`src/rtl/irq_controller.sv`:
```
`default_nettype none
// ============================================================================
// Module   : irq_controller
// Brief    : Four-source edge/level interrupt controller with a byte-wide IO
//            register window (MASK, MODE, PEND, OVR, SWTRIG).
// Revision : 1.0 - initial release
// ============================================================================
module irq_controller #(
    parameter logic [15:0] BASE_ADDR = 16'h1010
) (
    input  logic        clk,
    input  logic        reset,
    input  logic [3:0]  irq_in,
    input  logic [15:0] dMemIOAddress,
    input  logic [7:0]  dMemIOIn,
    input  logic        dMemIOWriteEn,
    input  logic        dMemIOReadEn,
    output logic [7:0]  dout,
    output logic        interrupt_0,
    output logic        interrupt_1,
    output logic        interrupt_2,
    output logic        interrupt_3,
    input  logic        interrupt_0_clr,
    input  logic        interrupt_1_clr,
    input  logic        interrupt_2_clr,
    input  logic        interrupt_3_clr
);

    localparam logic [2:0] c_OFF_MASK   = 3'd0;
    localparam logic [2:0] c_OFF_MODE   = 3'd1;
    localparam logic [2:0] c_OFF_PEND   = 3'd2;
    localparam logic [2:0] c_OFF_OVR    = 3'd3;
    localparam logic [2:0] c_OFF_SWTRIG = 3'd4;

    logic [3:0] r_s1;
    logic [3:0] r_s2;
    logic [3:0] r_prev;
    logic [3:0] r_mask;
    logic [3:0] r_mode;
    logic [3:0] r_pend;
    logic [3:0] r_ovr;

    logic       w_hit;
    logic [2:0] w_off;
    logic       w_wr;
    logic [3:0] w_event;
    logic [3:0] w_ack;
    logic [3:0] w_set;
    logic [3:0] w_clr;
    logic [3:0] w_ovrSet;
    logic [3:0] w_ovrClr;
    logic [7:0] w_rdData;
    logic       w_unused;

    assign w_hit    = (dMemIOAddress[15:3] == BASE_ADDR[15:3]);
    assign w_off    = dMemIOAddress[2:0];
    assign w_wr     = dMemIOWriteEn & w_hit;
    assign w_unused = &{1'b0, dMemIOIn[7:4]};

    // Edge sources fire on the rising synchronised sample; level sources fire while high.
    assign w_event  = (r_mode & r_s2 & ~r_prev) | (~r_mode & r_s2);
    assign w_ack    = {interrupt_3_clr, interrupt_2_clr, interrupt_1_clr, interrupt_0_clr};

    assign w_set    = w_event | ((w_wr && w_off == c_OFF_SWTRIG) ? dMemIOIn[3:0] : 4'b0000);
    assign w_clr    = w_ack   | ((w_wr && w_off == c_OFF_PEND)   ? dMemIOIn[3:0] : 4'b0000);
    assign w_ovrSet = w_event & r_mode & r_pend & ~w_clr;
    assign w_ovrClr = (w_wr && w_off == c_OFF_OVR) ? dMemIOIn[3:0] : 4'b0000;

    always_comb begin
        w_rdData = 8'h00;
        case (w_off)
            c_OFF_MASK: w_rdData = {4'h0, r_mask};
            c_OFF_MODE: w_rdData = {4'h0, r_mode};
            c_OFF_PEND: w_rdData = {4'h0, r_pend};
            c_OFF_OVR:  w_rdData = {4'h0, r_ovr};
            default:    w_rdData = 8'h00;
        endcase
    end

    always_ff @(posedge clk) begin
        if (reset) begin
            r_s1   <= 4'b0000;
            r_s2   <= 4'b0000;
            r_prev <= 4'b0000;
            r_mask <= 4'b0000;
            r_mode <= 4'b0000;
            r_pend <= 4'b0000;
            r_ovr  <= 4'b0000;
            dout   <= 8'h00;
        end else begin
            r_s1   <= irq_in;
            r_s2   <= r_s1;
            r_prev <= r_s2;
            // Set wins over clear so a coincident new event is never dropped.
            r_pend <= w_set | (r_pend & ~w_clr);
            r_ovr  <= w_ovrSet | (r_ovr & ~w_ovrClr);
            if (w_wr && w_off == c_OFF_MASK) begin
                r_mask <= dMemIOIn[3:0];
            end
            if (w_wr && w_off == c_OFF_MODE) begin
                r_mode <= dMemIOIn[3:0];
            end
            if (dMemIOReadEn) begin
                dout <= w_hit ? w_rdData : 8'h00;
            end
        end
    end

    assign interrupt_0 = r_pend[0] & r_mask[0];
    assign interrupt_1 = r_pend[1] & r_mask[1];
    assign interrupt_2 = r_pend[2] & r_mask[2];
    assign interrupt_3 = r_pend[3] & r_mask[3];

endmodule
`default_nettype wire

```
`config.mk`:
```
export PLATFORM = sky130hd
export DESIGN_NAME = irq_controller
export DESIGN_NICKNAME = d
export VERILOG_FILES = /design/src/rtl/irq_controller.sv
export SDC_FILE = /design/constraint.sdc
export NUM_CORES = 1
export LEC_CHECK = 0
export CAP_MARGIN = 40
export CORE_ASPECT_RATIO = 0.75
export CORE_MARGIN = 5
export CORE_UTILIZATION = 45
export DETAILED_ROUTE_END_ITERATION = 10
export GPL_TIMING_DRIVEN = 0
export PLACE_DENSITY_LB_ADDON = 0.2
export SLEW_MARGIN = 25
export SYNTH_ARGS = -nofsm -noshare
export SYNTH_HDL_FRONTEND = slang
export SYNTH_SLANG_ARGS = --single-unit
```
`constraint.sdc`:
```
create_clock -name clk -period 2.3 [get_ports clk]
set_input_delay 0.345 -clock clk [delete_from_list [all_inputs] [get_ports clk]]
set_output_delay 0.345 -clock clk [all_outputs]
set_load 0.02 [all_outputs]
```
* After elaboration in Yosys (flattened, before gate mapping)
Index checks and enable logic that the tools add are counted.
Word-level totals: output and inout port bits 12, register bits after elaboration 36, word-level logic and storage cells 46, input bits 36
Operators by class: multiplexer cells 5, eq/ne operators 5, reduce and logical (&&, ||, !) cells 6, bitwise logic cells 22
Operators with widths (count):
- 4-bit AND | 8
- 4-bit bitwise OR | 5
- 4-bit NOT | 4
- 4-bit case mux with 4 select lines | 1
- 13-bit by 10-bit equality test with 1-bit output, second input constant | 1
- 4-bit two-way mux | 3
- 8-bit two-way mux | 1
- 3-bit by 2-bit equality test with 1-bit output, second input constant | 2
- 1-bit AND | 5
- 1-bit logical AND | 5
- 3-bit by 1-bit equality test with 1-bit output, second input constant | 1
- 3-bit equality test, second input constant | 1
- 3-bit zero test | 1

* Longest topological paths before layout
Gate-level depths: netlist of the first run.
depth in word-level cells 8, depth in mapped cells 5, depth with buffers taken out 4

* Worst setup path after synthesis of the first run
OpenSTA, ideal clock, no wires.
kind input port to flip-flop, start point input port dMemIOAddress[8], end point register r_pend[0], library setup time 0.059 ns, slack 0.301 ns, arrival time 1.940 ns, path buffers 1, stages 5, cells stage by stage or4b_4 -> or4_1 -> buf_2 -> nor4_4 -> a221o_1
On the way: longest elaborated chain between the ends 8
Ends and longest elaborated chain:
- start, declared | line 14 | input logic [15:0] dMemIOAddress,
- 13-bit by 10-bit equality test with 1-bit output (*) | line 55 | assign w_hit = (dMemIOAddress[15:3] == BASE_ADDR[15:3]);
- 1-bit AND (*) | line 57 | assign w_wr = dMemIOWriteEn & w_hit;
- 1-bit logical AND | line 65 | assign w_clr = w_ack | ((w_wr && w_off == c_OFF_PEND) ? dMemIOIn[3:0] : 4'b0000);
- 4-bit two-way mux | line 65
- 4-bit bitwise OR | line 65
- 4-bit NOT | line 95 | r_pend <= w_set | (r_pend & ~w_clr);
- 4-bit AND | line 95
- 4-bit bitwise OR (*) | line 95
- end signal, assigned | line 95
- end, declared | line 40 | logic [3:0] r_pend;
Every way passes the cells marked *; elsewhere a longest branch is shown, timed or not. A chain may end at the register's enable or synchronous reset.

* Worst setup path in the final report of the first run
start point input port dMemIOAddress[7], end point register r_mask[3]
On the way: longest elaborated chain between the ends 3
Ends and longest elaborated chain:
- 13-bit by 10-bit equality test with 1-bit output | line 55
- 1-bit AND | line 57
- 1-bit logical AND | line 97 | if (w_wr && w_off == c_OFF_MASK) begin
- end signal, assigned | line 98 | r_mask <= dMemIOIn[3:0];
- end, declared | line 38 | logic [3:0] r_mask;
No other way between the ends.

==> flow_metrics.py, run 1 <==
metrics = {
    "finish": {
        "multiInputGateArea_sq_um": 813.3,
        "area_growth_pct": 38.32,
        "final_cell_mix": "clkdlybuf4s50_1, dfxtp_1, nor2b_1, a21oi_1",
        "n_fill_cell": 286,
        "regArea_sq_um": 640.6,
        "layout-drive-gt1-share": 0.1317,
        "mostFrequentLayoutCell": "clkdlybuf4s50_1",
        "antenna_cells": 0,
        "design_area_sq_mm": 0.002037,
        "design.final.nets": 241,
    },
    "floorplan": {
        "fp.dieW_um": 76.06,
        "fp.coreArea_sq_mm": 0.003221,
        "io_pins": 48,
        "row_count": 18,
        "initial_utilization": 0.4573,
        "die_area_sq_mm": 0.004528,
        "die_y_um": 59.54,
    },
    "setup_path": {
        "crit_required_ns": 2.51,
        "worst_setup_path_end_kind": "flip-flop",
        "r2r_cells": 3,
        "r2r_start": "r_pend[0]",
        "crit_arrival_ns": 2.48,
        "critPathLaunchType": "input pin",
        "ff2ff_setup_slack_ns": 1.15,
        "r2r-end": "dout[0]",
        "cp_max_fo": 8,
        "critical_path_class": "input pin to flip-flop",
    },
    "place": {
        "dpl.hpwl_mm": 2.898,
        "portBuffers": 38,
        "gp_congestion": 0.8705,
        "post_dp_cell_area_sq_mm": 0.001921,
        "dp_slack_ns": -0.5290,
    },
    "yosys": {
        "synth_edf_count": 0,
        "synth_warnings": 0,
        "synth_area_per_cell_sq_um": 9.563,
        "synthCells": 154,
        "ys_async_sr_fraction": 0,
        "synth_area_sq_mm": 0.001473,
        "ys_seq_area_frac": 0.4350,
        "synth_ff_type": "dfxtp_1",
        "synth_cell_types": 29,
        "yosys_register_bits": 32,
    },
    "global_routing": {
        "grt_pass1_wl_mm": 6.458,
        "gr-total-overflow": 0,
        "grt_usage": 0.1814,
        "grt_pass1_vias": 1379,
        "antenna_found_initial": 0,
        "grt_max_degree": 11,
    },
    "worst_hold_path": {
        "holdCritStartpoint": "r_s1[3]",
        "min_path_type": "flip-flop to flip-flop",
        "min_to": "r_s2[3]",
        "hold_path_depth": 1,
    },
    "timing": {
        "setup_slack_ns": 0.03352,
        "max_freq_ghz": 0.4412,
        "period_minus_slack_ns": 2.266,
        "worst_pin_slew_ns": 0.7893,
        "skew_ns": 0.004740,
        "final-setup-viol-count": 0,
        "layout_worst_path_cycle_share": 0.9854,
        "hold_slack_ns": 0.4359,
        "max-slew-margin-rel": 0.4690,
        "slew_viol_final": 0,
        "rsz0062_at_grt": "yes",
        "hold_viol_final": 0,
    },
    "flow_run": {
        "maxCapViolCount": 0,
    },
    "pwr": {
        "power.density_mw_per_mm2": 536.1,
        "combPwrFrac": 0.112,
        "swShare": 0.2293,
        "p_sw_uw": 250.4,
        "seqPwrFrac": 0.522,
        "intPower_uw": 841.7,
        "clkPwrFrac": 0.366,
        "p_total_mw": 1.092,
        "p_leak_nw": 0.6955,
        "peakVddDrop_uv": 492.2,
    },
    "detailed_routing": {
        "viasPerCell": 5.506,
        "drt_iter0_markers": 64,
        "firstDrtPassIters": 4,
        "ant_nets": 0,
        "wirelength_mm": 3.884,
        "route.detailed.drc": 0,
        "routedWlPerCell_um": 15.85,
        "vias": 1349,
    },
    "clocking": {
        "cts-hold-fix-buffers": 0,
        "numCtsBuffers": 5,
        "path_clk_slew_ns": 0.07,
        "cts_tree": "done",
        "h-tree-depth": 2,
        "cts-root-buf": "clkbuf_8",
        "insertion_delay_ns": 0.28,
        "clock-sinks": 32,
        "clock_path_buffers": 2,
    },
    "run_status": {
        "status": "finished clean",
    },
}
-- per-layer routing --
metal	GRT usage	part of all wire	vias to the layer above
li1	-	-	661
met1	0.2114	0.42	633
met2	0.2890	0.47	45
met3	0.07447	0.088	10
met4	0.09726	0.024	0
met5	0	0	-
-- worst max path at each step --
stage | startpoint | to | cells past startpoint | slack [ns]
5_1_grt | dMemIOReadEn | dout[2] | 5 | -0.02
4_1_cts | dMemIOAddress[14] | r_pend[1] | 7 | 0.00006
6_report | dMemIOAddress[7] | r_mask[3] | 6 | 0.03
3_5_place_dp | dMemIOAddress[4] | r_ovr[0] | 5 | -0.53
3_3_place_gp | dMemIOAddress[4] | r_ovr[0] | 5 | -0.52
2_1_floorplan | dMemIOAddress[8] | r_pend[0] | 5 | 0.30
-- timing repair --
| item | 4_1_cts | 5_1_grt |
|---|---|---|
| resized for setup | 4 | 0 |
| pin swaps | 2 | 2 |
| setup buffers | 2 | 1 |
| endpoints found under the hold margin | 0 | 0 |
| gates cloned | 0 | 0 |
| endpoints found under the setup margin | 8 | 7 |
-- worst max-delay path, cell delays in order --
cell             delay, ns
clkdlybuf4s50_1       0.40
or4b_4                0.56
buf_4                 0.15
nor4_2                0.61
nand3_1               0.20
a21oi_1               0.20
-- state kept, by name, summed over array words and instances, names as in the netlist --
register / count
r_ovr: 4
r_s2: 4
r_pend: 4
r_prev: 4
dout: 4
r_mask: 4
r_mode: 4
r_s1: 4
-- stage by stage --
step	util	TNS, ns	cells
floorplan	-	0	157
global placement	0.5944	-6.698	235
detailed placement	0.5963	-5.294	235
CTS	0.6301	0	244
global route	0.6325	-0.06508	245
finish	0.6325	0	245
-- Yosys cell counts, types with 5 or more instances --
| master | number | area share |
|---|---|---|
| o21ai_0 | 12 | 0.041 |
| nor2b_1 | 17 | 0.072 |
| nand2_1 | 6 | 0.015 |
| a21oi_1 | 13 | 0.044 |
| nand3_1 | 12 | 0.041 |
| nand2b_1 | 6 | 0.025 |
| dfxtp_1 | 32 | 0.44 |
| and2_1 | 5 | 0.021 |
-- cell type report --
class,instances,share of cell area
multi-input combinational,116,0.3993
sequential,32,0.3145
timing repair buffer,41,0.1978
clock buffer,6,0.03563
buffer,9,0.02580
tap,40,0.02457
clock inverter,1,0.002457
-- logic make-up after synthesis --
group	synth area share
compound gates	0.1563
flops	0.4350
other cells	0.002546
simple gates	0.3110
buf+inv	0.03398
mux	0.06117
-- power by group through the flow --
stage	logic, mW	clock network, mW	registers [mW]
after global placement	0.115	0	0.581
after floorplan	0.0469	0	0.580
after CTS	0.121	0.407	0.569
final	0.123	0.400	0.570
after global routing	0.132	0.431	0.571
after detailed placement	0.119	0	0.582
(Power assumes the default switching activity.)
==> run 2, diff against run 1 <==
CAP_MARGIN = 0   (was 40)
==> results of run 2 <==
The final DEF is identical to that of run 1; final timing and power are the same.
==> run 3, diff against run 2 <==
CORE_UTILIZATION = 47   (was 45)
CTS_BUF_LIST = sky130_fd_sc_hd__clkbuf_8   (was unset)
SLEW_MARGIN = 10   (was 25)
==> run 3 against run 2 <==
  * Hold slack improved by 0.0074 ns
  * Sequential share of layout area shrank 0.42 points
  * Sequential cell count unchanged
  * Clock skew increased by 0.0019 ns
  * Combinational power rose by 3%
  * Wire length increased by 5.5%
  * Die area down 3.6%
  * Via count increased by 2.1%
  * Highest routed layer unchanged
==> flow_metrics.py, run 3 (synthesized netlist as in run 1, its figures left out) <==
metrics = {
    "setup_path": {
        "cp_max_fo": 6,
        "critPathLaunchType": "input pin",
        "crit_arrival_ns": 2.46,
        "crit_required_ns": 2.51,
        "worst_setup_path_end_kind": "flip-flop",
        "critical_path_class": "input pin to flip-flop",
    },
    "global_routing": {
        "antenna_found_initial": 0,
        "grt_use_met2": 0.3141,
        "grt_usage": 0.1979,
        "top_usage_layer": "met2",
        "grt_pass1_wl_mm": 6.541,
        "global_route.usage.met1": 0.2495,
        "gr-total-overflow": 0,
        "grt_max_degree": 11,
        "use_met3": 0.05461,
        "grt_pass1_vias": 1392,
    },
    "clocking": {
        "clock_path_buffers": 2,
        "path_clk_slew_ns": 0.06,
        "h-tree-depth": 2,
        "cts-root-buf": "clkbuf_8",
        "insertion_delay_ns": 0.28,
        "cts-hold-fix-buffers": 0,
        "cts_tree": "done",
        "numCtsBuffers": 5,
        "clock-sinks": 32,
    },
    "detailed_routing": {
        "wirelength_mm": 4.098,
        "viasPerCell": 5.671,
        "routedWlPerCell_um": 16.86,
        "route.detailed.drc": 0,
        "drt_iter0_markers": 119,
        "ant_nets": 0,
        "firstDrtPassIters": 5,
        "vias": 1378,
    },
    "pwr": {
        "peakVddDrop_uv": 331.8,
        "power.density_mw_per_mm2": 525.4,
        "p_leak_nw": 0.7261,
    },
    "floorplan": {
        "io_pins": 48,
        "initial_utilization": 0.4945,
        "die_y_um": 58.48,
        "fp.dieW_um": 74.64,
        "row_count": 17,
        "die_area_sq_mm": 0.004364,
        "fp.coreArea_sq_mm": 0.002978,
    },
    "finish": {
        "mostFrequentLayoutCell": "clkdlybuf4s50_1",
        "fin_cells": 243,
        "final_cell_mix": "clkdlybuf4s50_1, dfxtp_1, nor2b_1, a21oi_1",
        "design.final.nets": 241,
        "finish.utilization": 0.6933,
        "n_fill_cell": 233,
        "antenna_cells": 0,
        "area_growth_pct": 40.19,
        "layout-drive-gt1-share": 0.1415,
    },
    "place": {
        "placed_cells": 233,
        "dpl.hpwl_mm": 3.014,
        "gp_congestion": 0.8870,
        "portBuffers": 38,
    },
    "timing": {
        "worst_pin_slew_ns": 0.5878,
        "final-setup-viol-count": 0,
        "layout_worst_path_cycle_share": 0.9751,
        "max-slew-margin-rel": 0.6081,
        "period_minus_slack_ns": 2.243,
        "hold_viol_final": 0,
        "max_freq_ghz": 0.4459,
        "skew_ns": 0.006623,
        "slew_viol_final": 0,
    },
    "worst_hold_path": {
        "min_path_type": "flip-flop to flip-flop",
    },
    "flow_run": {
        "maxCapViolCount": 0,
    },
    "run_status": {
        "status": "finished clean",
    },
}
[run 3: cell count changes in the layout (fill, tap and decap cells not counted), sizes merged]
cell | previous run | this run
clkbuf | 10 | 9
clkdlybuf4s50 | 38 | 37
dlymetal6s2s | 0 | 1
inv | 0 | 1
[run 3: what timing repair did]
item	in CTS	in global routing
gates resized for setup	7	4
buffers inserted	2	2
setup endpoints to repair	16	12
pin swaps	2	5
[run 3: final timing paths]
path / from / endpoint / slack, ns / depth (start not counted)
max: dMemIOAddress[7] / r_pend[1] / 0.06 / 6
min: r_s1[3] / r_s2[3] / 0.44 / 1
max reg2reg: r_ovr[0] / dout[0] / 1.13 / 3
min reg2reg: r_s1[3] / r_s2[3] / 0.44 / 1
[run 3: layout make-up]
cell class | count | area (sq um) | area share
Buffer | 8 | 45.04 | 0.02182
Clock buffer | 5 | 68.82 | 0.03333
Clock inverter | 2 | 8.758 | 0.004242
Multi-Input combinational cell | 116 | 840.8 | 0.4073
Sequential cell | 32 | 640.6 | 0.3103
Tap cell | 38 | 47.55 | 0.02303
Timing Repair Buffer | 42 | 412.9 | 0.2000
[run 3: power by group]
group / total, mW / switching (mW) / internal (mW)
clock: 0.388 / 0.188 / 0.201
combinational: 0.127 / 0.0558 / 0.0711
sequential: 0.570 / 0.00416 / 0.565
total: 1.08 / 0.248 / 0.837
[run 3: routing by layer]
metal | wire [um] | up-vias
met1 | 1733 | 648
met2 | 1945 | 51
met3 | 285 | 18
met4 | 133 | 0
li1 | - | 661
met5 | 0 | -
[run 3: critical path, stage by stage]
cell	delay (ns)
clkdlybuf4s50_1	0.41
or4b_4	0.56
or4_4	0.59
nor4_4	0.24
buf_4	0.16
a221o_1	0.14
[run 3: metrics by stage]
step / hold WS [ns] / power [mW] / area, sq um / setup WS, ns / setup TNS, ns
after global routing: 0.4562 / 1.129 / 2064 / -0.005028 / -0.007364
after CTS: 0.4414 / 1.085 / 2034 / 0.006707 / 0
after detailed placement: 0.4270 / 0.7004 / 1912 / -0.5004 / -7.638
after global placement: 0.4170 / 0.6960 / 1912 / -0.5079 / -6.506
final: 0.4433 / 1.085 / 2064 / 0.05735 / 0
after floorplan: 0.4138 / 0.6272 / 1484 / 0.3010 / 0
